--- config.mk ---
export PLATFORM = sky130hd
export DESIGN_NAME = regfile_np
export DESIGN_NICKNAME = d
export VERILOG_FILES = /design/src/rtl/regfile_np.sv
export SDC_FILE = /design/constraint.sdc
export NUM_CORES = 1
export LEC_CHECK = 0
export BUFFER_PORTS_ARGS = -buffer_cell sky130_fd_sc_hd__buf_4
export CORE_ASPECT_RATIO = 0.6
export CORE_MARGIN = 5
export CORE_UTILIZATION = 60
export CTS_BUF_LIST = sky130_fd_sc_hd__clkbuf_16
export CTS_CLUSTER_SIZE = 12
export DETAILED_ROUTE_END_ITERATION = 7
export PLACE_DENSITY = 0.86
export SETUP_SLACK_MARGIN = 0.05
export SLEW_MARGIN = 30
export SYNTH_ARGS = -nofsm -noshare
export SYNTH_HDL_FRONTEND = slang
export SYNTH_SLANG_ARGS = --single-unit
export TNS_END_PERCENT = 10
--- constraint.sdc ---
create_clock -name clk -period 1.4 [get_ports clk]
set_input_delay 0.07 -clock clk [delete_from_list [all_inputs] [get_ports clk]]
set_output_delay 0.07 -clock clk [all_outputs]
set_load 0.02 [all_outputs]
--- src/rtl/regfile_np.sv ---
// Parametrised register file: one write port, two registered read ports with
// same-cycle write forwarding, a per-register pending scoreboard, sync clear.
module regfile_np #(
  parameter int unsigned DATA_W  = 16,
  parameter int unsigned ADDR_W  = 3,
  parameter int unsigned ZERO_R0 = 0
) (
  input  logic                     clk,
  input  logic                     rst_n,
  input  logic                     write,
  input  logic [ADDR_W-1:0]        writenum,
  input  logic [DATA_W-1:0]        data_in,
  input  logic                     ren_a,
  input  logic [ADDR_W-1:0]        readnum_a,
  output logic [DATA_W-1:0]        data_out_a,
  output logic                     valid_a,
  input  logic                     ren_b,
  input  logic [ADDR_W-1:0]        readnum_b,
  output logic [DATA_W-1:0]        data_out_b,
  output logic                     valid_b,
  input  logic                     reserve,
  input  logic [ADDR_W-1:0]        reservenum,
  input  logic                     clr,
  output logic [(2**ADDR_W)-1:0]   pending
);

  localparam int unsigned NREGS = 2**ADDR_W;
  localparam logic        HARD_R0 = (ZERO_R0 != 0);

  logic [DATA_W-1:0]            regs [NREGS];
  logic                         wr_ok;
  logic                         rs_ok;
  logic [NREGS-1:0]             pend_nxt;
  logic [1:0][ADDR_W-1:0]       rnum;
  logic [1:0][DATA_W-1:0]       rd_data;
  logic [1:0]                   rd_valid;

  always_comb begin
    wr_ok = write   && !clr && !(HARD_R0 && (writenum   == '0));
    rs_ok = reserve && !clr && !(HARD_R0 && (reservenum == '0));
  end

  // Reserve is applied after the write clear so a same-cycle reserve wins.
  always_comb begin
    pend_nxt = pending;
    if (clr) begin
      pend_nxt = '0;
    end else begin
      if (wr_ok) pend_nxt[writenum]   = 1'b0;
      if (rs_ok) pend_nxt[reservenum] = 1'b1;
    end
  end

  always_comb begin
    rnum[0] = readnum_a;
    rnum[1] = readnum_b;
    for (int unsigned p = 0; p < 2; p++) begin
      rd_data[p]  = regs[rnum[p]];
      rd_valid[p] = !pending[rnum[p]];
      if (clr || (HARD_R0 && (rnum[p] == '0))) begin
        rd_data[p]  = '0;
        rd_valid[p] = 1'b1;
      end else if (wr_ok && (writenum == rnum[p])) begin
        rd_data[p]  = data_in;
        rd_valid[p] = 1'b1;
      end
    end
  end

  always_ff @(posedge clk or negedge rst_n) begin
    if (!rst_n) begin
      for (int unsigned i = 0; i < NREGS; i++) regs[i] <= '0;
    end else if (clr) begin
      for (int unsigned i = 0; i < NREGS; i++) regs[i] <= '0;
    end else if (wr_ok) begin
      regs[writenum] <= data_in;
    end
  end

  always_ff @(posedge clk or negedge rst_n) begin
    if (!rst_n) pending <= '0;
    else        pending <= pend_nxt;
  end

  always_ff @(posedge clk or negedge rst_n) begin
    if (!rst_n) begin
      data_out_a <= '0;
      valid_a    <= 1'b0;
      data_out_b <= '0;
      valid_b    <= 1'b0;
    end else begin
      valid_a <= ren_a && rd_valid[0];
      valid_b <= ren_b && rd_valid[1];
      if (ren_a) data_out_a <= rd_data[0];
      if (ren_b) data_out_b <= rd_data[1];
    end
  end

endmodule

# --- After elaboration in Yosys (flattened, before gate mapping) ---
# Index checks and enable logic that the tools add are counted.
# W data, S select, Z words.
word_totals:
  in_bits: 35
  ff_bits: 170
  output_inout_bits: 42
  word_cells: 75
classes:
  reduce_logical: 13
  mux: 31
  bitwise_logic: 6
  magnitude_cmp: 10
  eq_ne: 2
ops:
  columns: ["op", "n"]
  rows:
  - ["$mux W128", 2]
  - ["$mux W16", 9]
  - ["$bwmux W128", 1]
  - ["$bmux W16 S3", 2]
  - ["$demux W16 S3", 1]
  - ["$mux W8", 4]
  - ["$lt A3 B4 Y1 const B", 4]
  - ["$ge A4 B4 Y1 const B", 3]
  - ["$not A3 Y4", 3]
  - ["$logic_and A1 B1 Y1", 9]
  - ["$and A8 B8 Y8", 1]
  - ["$mux W1", 8]
  - ["$not A8 Y8", 1]
  - ["$or A8 B8 Y8", 1]
  - ["$bmux W1 S3", 2]
  - ["$demux W1 S3", 2]
  - ["$eq A3 B3 Y1", 2]
  - ["$ge A3 B1 Y1 const B", 2]
  - ["$lt A4 B1 Y1 const B", 1]
  - ["$logic_not A1 Y1", 3]
  - ["$reduce_bool A2 Y1", 1]

# --- Depth between registers and ports, before layout ---
# Gate-level depths: netlist (run 1).
logic_depth:
  word_depth: 11
  ltp_mapped: 6
  mapped_depth_nobuf: 3

# --- Worst setup path before layout (run 1) ---
# Ideal clock, no wire load.
synth_timing:
  kind: "input-to-reg"
  start: "in readnum_a[0]"
  end: "reg data_out_a[10]"
  t_arrival_ns: 1.368
  setup_time_ns: 0.132
  path_slack_ns: -0.099
  path_stages: 5
  path_cell_list: "buf_2 buf_2 mux4_2 mux2i_1 o221ai_2"
synth_via:
  elab_chain_len: 6
synth_lines:
  columns: ["item", "line_no", "source"]
  rows:
  - ["start, declared", "14", "input logic [ADDR_W-1:0] readnum_a,"]
  - ["$not A3 Y4 (not written as such)", "58", "rd_data[p] = regs[rnum[p]];"]
  - ["$bmux W16 S3", "58", null]
  - ["$mux W16 (not written as such) (2 in series)", "58", null]
  - ["$mux W16 (*)", "63", "end else if (wr_ok && (writenum == rnum[p])) begin"]
  - ["$mux W16 (*)", "60", "if (clr || (HARD_R0 && (rnum[p] == '0))) begin"]
  - ["end signal, assigned", "94", "if (ren_a) data_out_a <= rd_data[0];"]
  - ["end, declared", "15", "output logic [DATA_W-1:0] data_out_a,"]
# Every way passes the cells marked *; elsewhere a longest branch is shown, timed or not. The select of a mux whose other input is x is not followed.
# A chain may end at the register's enable or synchronous reset.

# --- Final worst setup path (run 1) ---
layout_timing:
  start: "reg regs[45] (netlist bit)"
  end: "reg data_out_b[13]"
layout_via:
  elab_chain_len: 5
layout_lines:
  columns: ["item", "line_no", "source"]
  rows:
  - ["start, declared", "30", "logic [DATA_W-1:0] regs [NREGS];"]
  - ["start signal, assigned by index", "76", "regs[writenum] <= data_in;"]
  - ["$bmux W16 S3", "58", null]
  - ["$mux W16 (not written as such) (2 in series)", "58", null]
  - ["$mux W16", "63", null]
  - ["$mux W16", "60", null]
  - ["end signal, assigned", "95", "if (ren_b) data_out_b <= rd_data[1];"]
  - ["end, declared", "19", "output logic [DATA_W-1:0] data_out_b,"]
# No other way between the ends. The select of a mux whose other input is x is not followed.

==> results of run 1 <==
## critical path: stages (launching register included)
cell and delay, ns:
dfrtp_1 0.41, mux4_2 0.49, mux2i_1 0.20, o221ai_1 0.19
## registers in the layout (all words and copies together), names as in the netlist
signal      count
regs          128
pending         8
valid_b         1
data_out_a     16
data_out_b     16
valid_a         1
## final timing paths
check                                      startpoint  cells after the start                         end  slack, ns
min in group asynchronous                       rst_n                      2        regs[56]$_DFFE_PN0P_       0.03
max in group asynchronous                       rst_n                      3       regs[114]$_DFFE_PN0P_       0.73
hold reg to reg            data_out_b[11]$_DFFE_PN0P_                      2  data_out_b[11]$_DFFE_PN0P_       0.50
hold / removal                                  write                      3           valid_b$_DFF_PN0_       0.02
setup / recovery                 regs[45]$_DFFE_PN0P_                      3  data_out_b[13]$_DFFE_PN0P_      -0.04
setup reg to reg                 regs[45]$_DFFE_PN0P_                      3  data_out_b[13]$_DFFE_PN0P_      -0.04
## through the flow
step                      cells  TNS, ns  utilization  power, W
after floorplan             612        0            -   0.00594
after global placement      883  -0.0179        0.697   0.00658
after detailed placement    883   -0.916        0.697   0.00663
after CTS                   936        0        0.752    0.0112
after global routing        940   -0.102        0.756    0.0116
final                       940  -0.0382        0.756    0.0113
## logic make-up (layout without fill, tap and decap cells)
logic type,count (synthesis),count (layout),share of synthesized area
AO/OA/AOI/OAI,182,182,0.196
flip-flops,170,170,0.492
multiplexers,103,103,0.215
buffers and inverters,87,217,0.0473
AND/OR/NAND/NOR,64,64,0.0429
XOR/XNOR,6,6,0.00781
## Yosys cell counts (2+ instances only)
cell / instances / area, sq um
a21oi_2: 3 / 26.3
a22o_1: 132 / 1160
a31oi_2: 4 / 50.1
a32o_1: 4 / 40.0
a41oi_1: 2 / 17.5
and3b_1: 2 / 17.5
buf_1: 17 / 63.8
buf_2: 33 / 165
buf_4: 2 / 15.0
buf_6: 3 / 33.8
clkbuf_1: 11 / 41.3
dfrtp_1: 170 / 4250
inv_1: 19 / 71.3
mux2i_1: 37 / 370
mux4_2: 66 / 1490
nand2_1: 17 / 63.8
nand2b_1: 19 / 119
nand3b_1: 2 / 15.0
nand4_1: 2 / 12.5
nor2_1: 6 / 22.5
nor2_2: 3 / 18.8
nor2b_1: 4 / 25.0
nor3b_1: 2 / 15.0
o221ai_1: 22 / 193
o221ai_2: 10 / 150
xnor2_1: 3 / 26.3
xor2_2: 2 / 32.5
## report_power, final
group	switching (W)	internal (W)
Sequential	0.000103	0.00503
Clock	0.00213	0.00248
Combinational	0.000877	0.000641
## layer usage
layer | track usage | part of all wire
met5 | 0.0369 | 0.0030
met4 | 0.151 | 0.033
met3 | 0.119 | 0.14
met2 | 0.508 | 0.45
met1 | 0.462 | 0.37
## area by class of cell
cell class              instances  area (sq um)
clock buffers                  17           425
clock inverters                14           136
fillers                       861          3490
inverters                      20          75.1
multi-input cells             355          4060
flip-flops and latches        170          4250
well taps                     198           248
repair buffers                166          1600
## timing repair
item,CTS,global route
hold buffers,21,0
buffers inserted,1,4
endpoints found under the setup margin,7,25
cloned,0,0
hold endpoints to repair,302,0
pin swaps,2,21
gates resized for setup,3,6
==> impl_metrics.csv, run 1 <==
group,metric,value,unit
run_status,status,"finished with violations",
run_status,violations,"negative setup slack",
sta,timing.hold.ws,0.0197,ns
clock_network,worstSkewPairLatency,0.43,ns
yosys,synthArstFlopShare,1.00,
drt,ant_nets,0,
final_layout,layout_commonest_cell,"dfrtp_1",
floorplan,die_width,165,um
yosys,yosysWarnings,0,
final_layout,layout_common_cells,"dfrtp_1 (170), a22o_1 (132), buf_4 (120), mux4_2 (66), mux2i_1 (29)",
final_layout,final_layout_size_suffix_gt1_frac,0.375,
grt,grt_antenna_before_repair,0,
clock_network,clock_path_buffers,2,
clock_network,tritoncts,"built",
placement,pre_cts_slack,-0.0718,ns
sta,fmax,0.695,GHz
drt,drt_iter0_drc,902,
min_path,hp-class,"primary input to flop",
yosys,ys_seq_elements,170,
floorplan,die-area,17000,sq um
sta,fin_crit_sh,1.03,
final_layout,antennaDiodeCount,0,
pwr,power_density,1040,nW/um^2
sta,slew_headroom,0.603,
pwr,ir_drop,0.844,mV
floorplan,rows,34,
yosys,netlist_area,8650,sq um
floorplan,die_h,103,um
final_layout,fin_area,10800,sq um
setup_path,crit_type,"flop to flop",
grt,grt_usage,0.343,
drt,drt_wl_total,28400,um
pwr,power.leakage,4.92,nW
drt,num_vias,6910,
sta,finalHoldViolations,0,
setup_path,cp-end-kind,"flop",
sta,worstMarginPinSlew,0.594,ns
clock_network,cts_root_buf,"clkbuf_16",
drt,drc,0,
placement,place_area,9960,sq um
job,drv_cap,0,
yosys,synth_fp_nets,647,
setup_path,worst-endpoint-required,1.68,ns
floorplan,coreArea,14300,sq um
drt,dr.pass1.iters,5,
drt,wl_per_cell,30.2,um
drt,viasPerCell,7.35,
setup_path,worstSetupStartpointType,"flop",
placement,place_congestion,0.923,
final_layout,layout.nets,765,
setup_path,critPathArrivalTime,1.71,ns
floorplan,initial_utilization,0.605,
sta,setup-violations-final,1,
sta,report.final.slew_viol_count,0,
floorplan,pin_count,77,
clock_network,cts_sinks,170,
placement,port_buffers,76,
sta,min_period,1.44,ns
placement,dp_hpwl,17000,um
yosys,synth.avg_cell_area,14.1,sq um
sta,finalWorstSetupSlack,-0.0382,ns
yosys,synthCells,612,
sta,fin_skew,0.00659,ns
grt,grt-ovfl-total,0,
clock_network,htreeDepth,4,
yosys,synth_ff_type,"dfrtp_1",
grt,grt_max_degree,79,
sta,grt_setup_unrepaired,"yes",
yosys,yosysSeqAreaShare,0.492,
yosys,ys_types,42,
yosys,synth_edf_count,0,
clock_network,numCtsBuffers,17,
grt,grt_pass1_wl,42400,um
setup_path,crit_fanout,3,
grt,grt_pass1_vias,7115,
final_layout,area.growth.synth_to_final,24.9,%
clock_network,cts.clk_slew.worst_paths,0.07,ns
No activity file was read; power rests on OpenSTA's default activity.
==> inputs of run 2 (changes only) <==
--- a/config.mk
+++ b/config.mk
@@ -12,6 +12,7 @@
 export CTS_BUF_LIST = sky130_fd_sc_hd__clkbuf_16
 export CTS_CLUSTER_SIZE = 12
 export DETAILED_ROUTE_END_ITERATION = 7
+export GPL_TIMING_DRIVEN = 0
 export PLACE_DENSITY = 0.86
 export SETUP_SLACK_MARGIN = 0.05
 export SLEW_MARGIN = 30
==> impl_metrics.csv, run 2 (same netlist as run 1, synthesis figures left out) <==
group,metric,value,unit
job,drv_cap,0,
sta,finalWorstSetupSlack,-0.119,ns
placement,port_buffers,53,
placement,dp_hpwl,18600,um
final_layout,final_layout_size_suffix_gt1_frac,0.346,
setup_path,r2r-end,"data_out_a[4]$_DFFE_PN0P_",
drt,drc,0,
pwr,combPwrFrac,0.124,
pwr,internal_power,0.00780,W
pwr,seq_power_share,0.469,
final_layout,reg_top3,"regs: 128 flops, data_out_a: 16 flops, data_out_b: 16 flops",
clock_network,cts_root_buf,"clkbuf_16",
setup_path,critPathArrivalTime,1.89,ns
final_layout,layout_commonest_cell,"dfrtp_1",
grt,grt_usage,0.338,
setup_path,cp-end-kind,"flop",
sta,fin_tns_setup,-3.33,ns
setup_path,crit_fanout,10,
clock_network,worstSkewPairLatency,0.44,ns
drt,drt_wl_total,28000,um
setup_path,crit_slowest_cell,"nor2_1",
drt,wl_per_cell,30.8,um
run_status,violations,"negative setup slack",
min_path,holdPathStages,3,
grt,grt-ovfl-total,0,
sta,fin_crit_sh,1.09,
clock_network,clock_path_buffers,2,
sta,finalHoldViolations,0,
clock_network,cts.clk_slew.worst_paths,0.07,ns
sta,fin_skew,0.00818,ns
pwr,power_density,1080,nW/um^2
final_layout,fill_cells,915,
min_path,hp-class,"primary input to flop",
sta,setup-violations-final,60,
placement,place_congestion,0.906,
sta,timing.hold.ws,0.0525,ns
pwr,power_switching,0.00313,W
drt,ant_nets,0,
clock_network,numCtsBuffers,17,
grt,grt_antenna_before_repair,0,
pwr,power.leakage,4.59,nW
grt,grt_max_degree,87,
sta,min_period,1.52,ns
setup_path,reg2reg_depth,3,
setup_path,worstSetupStartpointType,"primary input",
floorplan,coreArea,14300,sq um
run_status,status,"finished with violations",
final_layout,antennaDiodeCount,0,
setup_path,crit_type,"primary input to flop",
setup_path,crit_chain,"buf_4 > buf_2 > nand3b_1 > nor2_1 > buf_2 > a22o_1",
floorplan,die-area,17000,sq um
drt,num_vias,6975,
pwr,swShare,0.286,
sta,worstMarginPinSlew,0.865,ns
sta,fmax,0.658,GHz
setup_path,r2r_start,"regs[52]$_DFFE_PN0P_",
min_path,hold_end,"data_out_a[14]$_DFFE_PN0P_",
final_layout,layout_common_cells,"dfrtp_1 (170), a22o_1 (132), buf_4 (71), mux4_2 (66), mux2i_1 (30)",
final_layout,largest_reg_flops,128,
min_path,hold_path.startpoint,"readnum_a[1]",
pwr,clockPowerShare,0.407,
clock_network,cts_sinks,170,
sta,report.final.slew_viol_count,0,
sta,grt_setup_unrepaired,"yes",
clock_network,htreeDepth,4,
drt,dr.pass1.iters,7,
setup_path,r2r_slack,-0.05,ns
sta,slew_headroom,0.423,
floorplan,rows,34,
setup_path,max_stage_delay,0.57,ns
final_layout,layout.nets,732,
final_layout,area.growth.synth_to_final,17.4,%
clock_network,tritoncts,"built",
final_layout,top_register,"regs",
floorplan,die_h,103,um
pwr,ir_drop,0.681,mV
floorplan,initial_utilization,0.605,
floorplan,die_width,165,um
grt,grt_pass1_wl,41900,um
setup_path,worst-endpoint-required,1.77,ns
drt,drt_iter0_drc,1164,
drt,viasPerCell,7.69,
grt,grt_pass1_vias,7017,
setup_path,cp_common_cell,"buf_2",
floorplan,pin_count,77,
run 2: worst max-delay path by stage:
stage	startpoint	end	slack (ns)	depth (start not counted)
floorplan	readnum_a[1]	data_out_a[10]$_DFFE_PN0P_	0.02	6
global placement	rst_n	regs[49]$_DFFE_PN0P_	-0.58	1
detailed placement	readnum_a[2]	data_out_a[4]$_DFFE_PN0P_	-0.59	5
CTS	regs[33]$_DFFE_PN0P_	data_out_a[1]$_DFFE_PN0P_	-0.04	3
global route	clr	regs[108]$_DFFE_PN0P_	-0.09	6
finish	clr	regs[74]$_DFFE_PN0P_	-0.12	6
run 2: layout make-up:
cell class	count	area [sq um]	area share
Buffer	67	383	0.0377
Clock inverter	14	113	0.0111
Sequential cell	170	4250	0.419
Clock buffer	17	425	0.0419
Tap cell	198	248	0.0244
Multi-Input combinational cell	355	4130	0.407
Timing Repair Buffer	66	531	0.0522
Inverter	20	75.1	0.00739
run 2: metrics by stage:
| step | utilization | area, sq um | total power [W] | instances | worst slack (ns) |
|---|---|---|---|---|---|
| after global placement | 0.655 | 9360 | 0.00639 | 863 | -0.584 |
| final | 0.711 | 10200 | 0.0109 | 907 | -0.119 |
| after global routing | 0.711 | 10200 | 0.0112 | 907 | -0.0882 |
| after floorplan | - | 8710 | 0.00594 | 612 | 0.0168 |
| after CTS | 0.704 | 10100 | 0.0108 | 906 | -0.0394 |
| after detailed placement | 0.657 | 9390 | 0.00646 | 864 | -0.586 |
run 2: worst max-delay path, delay by kind of cell:
kind	cells	cell delay, ns
AOI/OAI and AO/OA	1	0.20
buffers and inverters	3	0.74
and+or+nand+nor	2	0.88
run 2: power by group through the flow:
stage | Combinational (W) | Sequential (W) | Clock [W]
floorplan | 0.000709 | 0.00523 | 0
global placement | 0.00120 | 0.00519 | 0
detailed placement | 0.00125 | 0.00521 | 0
CTS | 0.00128 | 0.00512 | 0.00438
global route | 0.00141 | 0.00513 | 0.00463
finish | 0.00135 | 0.00512 | 0.00445
run 2: routing by layer:
| metal | vias up | share of wire | GRT usage | wire length, um |
|---|---|---|---|---|
| li1 | 2625 | - | - | - |
| met1 | 3507 | 0.36 | 0.455 | 10100 |
| met2 | 712 | 0.42 | 0.468 | 11700 |
| met3 | 129 | 0.19 | 0.189 | 5230 |
| met4 | 2 | 0.033 | 0.109 | 934 |
| met5 | - | 0.0020 | 0.0256 | 56 |
run 2: repair_timing:
item | 4_1_cts | 5_1_grt
resized for setup | 13 | 18
endpoints found under the hold margin | 89 | 0
pin swaps | 9 | 6
endpoints found under the setup margin | 93 | 107
hold buffers | 3 | 0
buffers inserted | 8 | 1
==> inputs of run 3 (changes only) <==
--- a/config.mk
+++ b/config.mk
@@ -8,12 +8,12 @@
 export BUFFER_PORTS_ARGS = -buffer_cell sky130_fd_sc_hd__buf_4
 export CORE_ASPECT_RATIO = 0.6
 export CORE_MARGIN = 5
-export CORE_UTILIZATION = 60
+export CORE_UTILIZATION = 54
 export CTS_BUF_LIST = sky130_fd_sc_hd__clkbuf_16
 export CTS_CLUSTER_SIZE = 12
 export DETAILED_ROUTE_END_ITERATION = 7
 export GPL_TIMING_DRIVEN = 0
-export PLACE_DENSITY = 0.86
+export PLACE_DENSITY = 0.84
 export SETUP_SLACK_MARGIN = 0.05
 export SLEW_MARGIN = 30
 export SYNTH_ARGS = -nofsm -noshare
==> constraint.sdc (replaced) <==
create_clock -name clk -period 1.3 [get_ports clk]
set_input_delay 0.065 -clock clk [delete_from_list [all_inputs] [get_ports clk]]
set_output_delay 0.065 -clock clk [all_outputs]
set_load 0.02 [all_outputs]
==> impl_metrics.csv, run 3 (same netlist as run 1, synthesis figures left out) <==
group,metric,value,unit
setup_path,r2r-end,"data_out_a[3]$_DFFE_PN0P_",
final_layout,largest_reg_flops,128,
setup_path,worst-endpoint-required,1.57,ns
setup_path,r2r_slack,-0.17,ns
placement,place_area,9400,sq um
drt,ant_nets,0,
sta,report.final.slew_viol_count,0,
clock_network,cts_sinks,170,
setup_path,cp-end-kind,"flop",
placement,pre_cts_slack,-0.645,ns
final_layout,fill_cells,1081,
pwr,swShare,0.283,
grt,grt_antenna_before_repair,1,
drt,drt_wl_total,27700,um
pwr,clockPowerShare,0.407,
sta,fin_tns_setup,-5.33,ns
setup_path,r2r_start,"regs[35]$_DFFE_PN0P_",
setup_path,worstSetupStartpointType,"flop",
clock_network,tritoncts,"built",
sta,slew_headroom,0.302,
pwr,seq_power_share,0.469,
setup_path,critPathArrivalTime,1.75,ns
floorplan,coreArea,15500,sq um
sta,fin_skew,0.0118,ns
clock_network,clock_path_buffers,2,
setup_path,cp-startpoint,"regs[35]$_DFFE_PN0P_",
sta,min_period,1.47,ns
min_path,hold_path.startpoint,"readnum_a[1]",
sta,fin_crit_sh,1.13,
clock_network,worstSkewPairLatency,0.43,ns
floorplan,pin_count,77,
floorplan,rows,35,
run_status,violations,"negative setup slack",
final_layout,fin_area,10200,sq um
final_layout,layout_commonest_cell,"dfrtp_1",
clock_network,htreeDepth,4,
final_layout,reg_top3,"regs: 128 flops, data_out_a: 16 flops, data_out_b: 16 flops",
drt,drc,0,
pwr,p_total,0.0118,W
sta,setup-violations-final,63,
pwr,ir_drop,0.858,mV
grt,grt_max_degree,94,
grt,grt_usage,0.300,
min_path,hp-class,"primary input to flop",
setup_path,crit_type,"flop to flop",
setup_path,crit_fanout,3,
sta,worstMarginPinSlew,1.05,ns
sta,finalWorstSetupSlack,-0.174,ns
drt,viasPerCell,7.26,
final_layout,layout.nets,736,
grt,grt_pass1_vias,6844,
drt,num_vias,6656,
final_layout,top_register,"regs",
clock_network,numCtsBuffers,17,
drt,drt_iter0_drc,959,
final_layout,antennaDiodeCount,0,
placement,dp_hpwl,18800,um
sta,timing.hold.ws,0.0656,ns
final_layout,area.growth.synth_to_final,18.3,%
sta,fmax,0.678,GHz
pwr,internal_power,0.00843,W
job,drv_cap,0,
clock_network,cts_root_buf,"clkbuf_16",
sta,grt_setup_unrepaired,"yes",
pwr,power_switching,0.00333,W
floorplan,die_h,108,um
grt,grt_pass1_wl,42100,um
pwr,power_density,1150,nW/um^2
final_layout,final_layout_size_suffix_gt1_frac,0.354,
run_status,status,"finished with violations",
placement,place_congestion,0.992,
setup_path,worstSetupEndpoint,"data_out_a[3]$_DFFE_PN0P_",
final_layout,layout_common_cells,"dfrtp_1 (170), a22o_1 (132), buf_4 (76), mux4_2 (66), mux2i_1 (27)",
drt,wl_per_cell,30.2,um
floorplan,die_width,173,um
floorplan,die-area,18700,sq um
pwr,power.leakage,4.62,nW
sta,finalHoldViolations,0,
setup_path,reg2reg_depth,3,
pwr,combPwrFrac,0.124,
placement,port_buffers,53,
grt,grt-ovfl-total,0,
clock_network,cts.clk_slew.worst_paths,0.07,ns
drt,dr.pass1.iters,5,
floorplan,initial_utilization,0.557,
[run 3: cell count changes in the layout (fill, tap and decap cells not counted), moves of 3 or more]
| cell | delta |
|---|---|
| clkinv_2 | +3 |
| mux2i_1 | -3 |
| buf_4 | +5 |
| clkinvlp_4 | -6 |
| nor2_4 | +5 |
| clkbuf_1 | +3 |
| nor2_2 | -3 |
[run 3: how the worst min path moves through the flow]
| stage | depth (start not counted) | endpoint | slack (ns) |
|---|---|---|---|
| 6_report | 3 | data_out_a[2]$_DFFE_PN0P_ | 0.07 |
| 5_1_grt | 3 | data_out_a[14]$_DFFE_PN0P_ | 0.09 |
| 4_1_cts | 3 | pending[2]$_DFF_PN0_ | 0.06 |
| 3_5_place_dp | 1 | regs[33]$_DFFE_PN0P_ | 0.08 |
| 3_3_place_gp | 2 | pending[6]$_DFF_PN0_ | 0.36 |
| 2_1_floorplan | 0 | data_out_a[0]$_DFFE_PN0P_ | -0.23 |
[run 3: power groups by stage]
stage                     clock network [W]  logic [W]  registers [W]
after floorplan                           0   0.000763        0.00563
after detailed placement                  0    0.00135        0.00561
after CTS                           0.00475    0.00140        0.00551
after global placement                    0    0.00129        0.00559
after global routing                0.00500    0.00154        0.00552
final                               0.00479    0.00146        0.00551
[run 3: worst max-delay path: stages, from the launching register on]
cell      delay, ns
dfrtp_1        0.40
mux4_2         0.58
mux2i_1        0.19
o221ai_1       0.15
[run 3: layout make-up]
type	instances	area, sq um	share of cell area
Buffer	67	383	0.0374
Clock buffer	17	425	0.0415
Clock inverter	15	115	0.0112
Inverter	20	75.1	0.00733
Multi-Input combinational cell	355	4170	0.407
Sequential cell	170	4250	0.415
Tap cell	203	254	0.0248
Timing Repair Buffer	70	566	0.0552
[run 3: stage by stage]
stage               instances  utilization
floorplan                 612            -
global placement          868        0.602
detailed placement        869        0.605
CTS                       911        0.650
global route              917        0.659
finish                    917        0.659
[run 3: metal layers]
metal  global-route usage  routed length (um)  vias to the layer above
met5                    0                  13                        -
met4               0.0677                 367                        2
met3                0.151                4500                       47
met2                0.433               12100                      496
met1                0.411               10700                     3478
li1                     -                   -                     2633
[run 3: timing repair]
item | 4_1_cts | 5_1_grt
pin swaps | 23 | 4
hold buffers | 3 | 0
endpoints found under the setup margin | 116 | 200
buffers inserted | 7 | 6
gates resized for setup | 20 | 25
hold endpoints to repair | 81 | 0
